===== config.mk =====
export PLATFORM = sky130hd
export DESIGN_NAME = mdu_issue_ctrl
export DESIGN_NICKNAME = d
export VERILOG_FILES = /design/src/rtl/mdu_issue_ctrl.sv
export SDC_FILE = /design/constraint.sdc
export NUM_CORES = 1
export LEC_CHECK = 0
export CAP_MARGIN = 10
export CELL_PAD_IN_SITES_DETAIL_PLACEMENT = 0
export CELL_PAD_IN_SITES_GLOBAL_PLACEMENT = 1
export CORE_MARGIN = 2
export CORE_UTILIZATION = 38
export DETAILED_ROUTE_END_ITERATION = 16
export GPL_TIMING_DRIVEN = 0
export HOLD_SLACK_MARGIN = 0.08
export PLACE_DENSITY = 0.85
export SLEW_MARGIN = 30
export SYNTH_ARGS = -nofsm -noshare
export SYNTH_HDL_FRONTEND = slang
export SYNTH_SLANG_ARGS = --single-unit

===== constraint.sdc =====
create_clock -name clk -period 3.5 [get_ports clk]
set_clock_uncertainty 0.15 [all_clocks]
set_input_delay 0.35 -clock clk [delete_from_list [all_inputs] [get_ports clk]]
set_output_delay 0.35 -clock clk [all_outputs]
set_load 0.01 [all_outputs]

===== src/rtl/mdu_issue_ctrl.sv =====
// E-stage issue control for the HI/LO multiply-divide unit: forwards op codes, starts
// mult/div, stalls D while an op is in flight and cross-checks the unit's busy signal.
module mdu_issue_ctrl #(
    parameter int unsigned LAT_MUL = 5,
    parameter int unsigned LAT_DIV = 10,
    parameter int unsigned CNT_W   = 16
) (
    input  logic             clk,
    input  logic             reset,
    input  logic             req,
    input  logic             e_valid,
    input  logic [3:0]       e_md_op,
    input  logic             d_uses_md,
    input  logic             hilo_busy,
    output logic [3:0]       hilo_op,
    output logic             hilo_start,
    output logic             stall,
    output logic             md_pending,
    output logic             proto_err,
    output logic [CNT_W-1:0] stall_cnt
);

    localparam int unsigned LAT_MAX = (LAT_MUL > LAT_DIV) ? LAT_MUL : LAT_DIV;
    localparam int unsigned CW      = $clog2(LAT_MAX + 1);

    typedef enum logic [1:0] {StIdle, StRunMul, StRunDiv} state_t;

    state_t        state;
    logic [CW-1:0] cnt;
    logic          idle;

    assign idle = (state == StIdle);

    always_comb begin
        hilo_op    = 4'hF;
        hilo_start = 1'b0;
        if (e_valid) begin
            case (e_md_op)
                4'd0, 4'd1: hilo_op = e_md_op;
                4'd2, 4'd3: begin
                    if (!req && idle) hilo_op = e_md_op;
                end
                4'd4, 4'd5, 4'd6, 4'd7: begin
                    if (!req && idle) begin
                        hilo_op    = e_md_op;
                        hilo_start = 1'b1;
                    end
                end
                default: ;
            endcase
        end
    end

    // Unit busy is ORed in so a misbehaving unit can never let an instruction slip past.
    assign stall = d_uses_md & (hilo_start | md_pending | hilo_busy);

    always_ff @(posedge clk) begin
        if (reset) begin
            state      <= StIdle;
            cnt        <= '0;
            md_pending <= 1'b0;
            proto_err  <= 1'b0;
            stall_cnt  <= '0;
        end else begin
            case (state)
                StIdle: begin
                    if (hilo_start) begin
                        // Ops 5 and 7 (bit 0 set) are the divides.
                        if (e_md_op[0]) begin
                            state      <= StRunDiv;
                            cnt        <= CW'(LAT_DIV);
                        end else begin
                            state      <= StRunMul;
                            cnt        <= CW'(LAT_MUL);
                        end
                        md_pending <= 1'b1;
                    end
                end
                StRunMul, StRunDiv: begin
                    if (cnt <= CW'(1)) begin
                        state      <= StIdle;
                        cnt        <= '0;
                        md_pending <= 1'b0;
                    end else begin
                        cnt <= cnt - CW'(1);
                    end
                end
                default: begin
                    state      <= StIdle;
                    cnt        <= '0;
                    md_pending <= 1'b0;
                end
            endcase

            if (hilo_busy != md_pending) proto_err <= 1'b1;

            if (stall && (stall_cnt != {CNT_W{1'b1}})) stall_cnt <= stall_cnt + CNT_W'(1);
        end
    end

endmodule


; ---- After elaboration in Yosys (flattened, before gate mapping)
; Cells that the tools add are included.
[word_totals]
register_bits = 24
word_cells = 51
[op_classes]
addsub = 2
magnitude_cmp = 1
eq_ne = 13
n_mux = 17
n_bitwise = 3
n_reduce_logical = 10
[ops]
columns = cell, count
row1 = $mux W4, 5
row2 = $add A16 B1 Y16 const B, 1
row3 = $eq A4 B3 Y1 const B, 4
row4 = $ne A16 B16 Y1 const B, 1
row5 = $pmux W4 S2, 2
row6 = $eq A4 B2 Y1 const B, 2
row7 = $mux W2, 3
row8 = $reduce_or A6 Y1, 1
row9 = $mux W1, 5
row10 = $eq A4 B1 Y1 const B, 1
row11 = $le A4 B1 Y1 const B, 1
row12 = $logic_not A4 Y1, 1
row13 = $ne A2 B2 Y1 const B, 2
row14 = $pmux W2 S2, 1
row15 = $reduce_or A2 Y1, 2
row16 = $reduce_or A4 Y1, 1
row17 = $sub A4 B1 Y4 const B, 1
row18 = $eq A2 B1 Y1 const B, 1
row19 = $eq A2 B2 Y1 const B, 1
row20 = $logic_and A1 B1 Y1, 2
row21 = $logic_not A2 Y1, 1
row22 = $or A1 B1 Y1, 2
row23 = $pmux W1 S2, 1
row24 = $reduce_and A2 Y1, 1
row25 = other kinds (3), 3

; ---- Depth between registers and ports, before layout
[depth]
depth_word = 9
depth_mapped = 8
ltp_nobuf = 8

; ---- Least setup slack after synthesis
; No wires, ideal clock.
[synth_timing]
path_type = register to register
startpoint = register stall_cnt[8]
endpoint = register stall_cnt[13]
arrival_time_ns = 1.771
path_slack_ns = 1.458
stages_incl_launch_ff = 7
n_path_buf = 1
path_cell_list = dfxtp_1 -> nand4_2 -> or3_1 -> buf_6 -> o21ai_4 -> nand3b_1 -> mux2_2
[synth_via]
elab_chain_cells = 2
word_cells_on_any_way = 3
cone_classes = add/sub: 1 / eq/ne: 1 / reduce/logical: 1
[synth_lines]
columns = element, line
row1 = start: declaration, 20  ; output logic [CNT_W-1:0] stall_cnt
row2 = start signal: assignment, 97  ; if (stall && (stall_cnt != {CNT_W{1'b1}})) stall_cnt <= stall_cnt + CNT_W'(1);
row3 = branches (longest 2 deep; another with $add A16 B1 Y16), -
; Several ways; the timed one is not identified.
; A chain may end at the register's enable or synchronous reset.

; ---- Final worst setup path
[layout_timing]
startpoint = register state[0]
endpoint = output hilo_op[0]
[layout_via]
elab_chain_cells = 5
[layout_lines]
columns = element, line
row1 = start: declaration, 28  ; state_t state;
row2 = start signal: assignment, 59  ; state <= StIdle;
row3 = start signal: assignment, 70  ; state <= StRunDiv;
row4 = start signal: assignment, 73  ; state <= StRunMul;
row5 = $logic_not A2 Y1, 32  ; assign idle = (state == StIdle);
row6 = via idle, 30  ; logic idle;
row7 = $logic_and A1 B1 Y1, "41, 44"
row8 = $mux W4, "41, 44"
row9 = $pmux W4 S2, 38  ; case (e_md_op)
row10 = $mux W4, 37  ; if (e_valid) begin
row11 = end: declaration, 15  ; output logic [3:0] hilo_op,
; The timed path passes the listed nets, and every way through them passes these cells.

==> flow_summary.yaml <==
outcome:
  outcome: "complete, no violations"
timing:
  rsz0062_at_grt: "false"
  drv_slew: 0
  max_clock_freq_mhz: 363
  setup_viol: 0
  finalSetupTns_ns: 0
  hold_viol: 0
  fin_crit_sh_pct: 78.7
  relSlewSlack_pct: 57.0
  finalCriticalPeriod_ns: 2.76
  timing.final.ws_setup_ns: 0.745
  tightest_slew_ns: 0.639
detailed_routing:
  viasPerCell: 5.30
  drtIter0Drc: 70
  via_count: 1271
  ant_nets: 0
  avgRoutedWirePerCell_um: 12.7
  wl_um: 3040
  first_pass_iters: 4
  route.detailed.drc: 0
placed_design:
  hpwl_um: 2250
  io_buffers: 32
  dp.cells: 236
  post-place-ws_ns: 0.864
  place.gp.congestion: 0.800
  place_area_um2: 1710
setup_path:
  crit_type: "reg2out"
  critPathLaunchType: "flip-flop"
  worstPathArrival_ns: 2.26
  endpoint_kind: "primary output"
  cp.required_ns: 3.00
  cp_max_fo: 6
yosys:
  synthTopCellsByArea: "dfxtp_1, nor2_1, ha_1"
  syn_inst: 158
  yosysMostFrequentCell: "dfxtp_1"
  dominantRegCellSynth: "dfxtp_1"
  yosysWarnings: 0
  synth_top_area_cell: "dfxtp_1"
  async_reset_ff_share_pct: 0
  synth_edf_count: 0
  syn_avg_cell_area_um2: 8.43
  synth_top_area_share_pct: 36.1
  synthTopCellsByCount: "dfxtp_1, nor2_1, nand2_1, o21ai_0, a21oi_1"
  yosysSeqAreaShare_pct: 36.1
  ys_ff_latch: 24
  ys_types: 45
  syn_nets: 173
  synth_area_um2: 1330
clock_tree:
  cts_hold_buf: 0
  path_clk_slew_ns: 0.14
  numCtsBuffers: 3
  h-tree-depth: 1
  cts_tree: "yes"
  clk_path_buf_depth: 2
  cts.sinks: 24
  clkLatencyLatePin_ns: 0.32
  cts_setup_buffers: 0
  root_buffer: "clkbuf_4"
  ctsResizeCount: 0
power:
  p_per_area_nw_per_um2: 316
  finalPower_uw: 556
  p_leak_nw: 0.639
  ir_worst_vdd_uv: 162
final_layout:
  final_cells: 240
  final_area_um2: 1760
  area_growth_pct: 32.3
  diodes: 0
  drive_gt1_share_pct: 7.73
  n_fill_cell: 351
  final_nets: 210
  multiInputGateArea_um2: 798
  seqCellArea_um2: 480
global_routing:
  grt_overflow: 0
  gr-usage-met2_pct: 26.3
  grt_max_degree: 15
  busiest_layer: "met2"
  use_met3_pct: 2.14
  grt_pass1_vias: 1218
  antenna_found_initial: 0
  grt_pass1_wl_um: 5200
  track_usage_pct: 15.6
  met1_usage_pct: 20.1
min_path:
  hp-class: "in2reg"
floorplanning:
  fp.dieW_um: 63.2
  rows: 21
  io_pins: 34
  start_util_pct: 39.6
  die_area_um2: 3990
  core_um2: 3360
  die_y_um: 63.2
job:
  maxCapViolations: 0
layer usage:
layer / routed length [um] / vias up
met5: 0 / -
met4: 32 / 0
met3: 114 / 4
met2: 1440 / 33
met1: 1450 / 588
li1: - / 646
report_power, final:
part	internal (mW)	switching (mW)	leakage, nW
clock	0.116	0.0849	0.0279
combinational	0.0364	0.0348	0.417
sequential	0.279	0.00539	0.194
total	0.431	0.125	0.639
layout by cell type, fill, tap and decap left out, types with 3 or more instances in the layout:
cell	count
nand3b_1	3
o21ai_0	9
o31ai_1	3
ha_1	5
a21oi_1	8
nor2_1	22
nor3_1	3
xnor2_1	5
nor4_1	4
clkdlybuf4s50_1	32
o211ai_1	3
nand3_1	4
inv_1	6
clkbuf_4	3
or3_1	3
nand2_1	13
dfxtp_1	24
xor2_1	5
worst max-delay path, stage by stage (launching register included):
cell             delay (ns)
dfxtp_1                0.35
inv_1                  0.06
ha_1                   0.24
nand2b_1               0.10
a211o_1                0.30
a21boi_0               0.13
or2_2                  0.27
clkdlybuf4s50_1        0.48
cells by family (layout without fill, tap and decap cells):
family | Yosys count | after routing | synth area share (%)
flops | 24 | 24 | 36.1
buf+inv | 11 | 47 | 3.95
mux | 4 | 4 | 3.29
xor+xnor | 10 | 10 | 6.58
fa+ha+maj | 5 | 5 | 4.70
compound gates | 34 | 34 | 17.0
simple gates | 70 | 70 | 28.4
area by class of cell:
type,count,area share (%)
inverters,7,1.49
multi-input cells,123,45.3
clock buffers,3,1.28
repair buffers,32,18.2
plain buffers,4,1.49
flip-flops and latches,24,27.3
well taps,46,3.27
clock inverters,1,1.70
worst paths after layout:
kind,endpoint,depth (start not counted),slack (ns),from
worst max-delay path,hilo_op[0],7,0.74,state[0]
worst max register to register,stall_cnt[11],8,1.30,state[0]
worst min register to register,proto_err,2,0.35,proto_err
worst min-delay path,stall_cnt[5],2,0.09,reset
stage by stage:
| stage | hold slack, ns | utilization, % |
|---|---|---|
| 6_report | 0.0950 | 52.4 |
| 5_1_grt | 0.0879 | 52.4 |
| 4_1_cts | 0.0901 | 52.4 |
| 3_5_place_dp | 0.341 | 50.8 |
| 3_3_place_gp | 0.300 | 50.8 |
| 2_1_floorplan | 0.321 | - |
registers in the layout, indices dropped and copies added, names as in the netlist:
name and cells:
proto_err 1, state 2, md_pending 1, cnt 4, stall_cnt 16
Note: power is estimated with default switching activity, not from simulation.
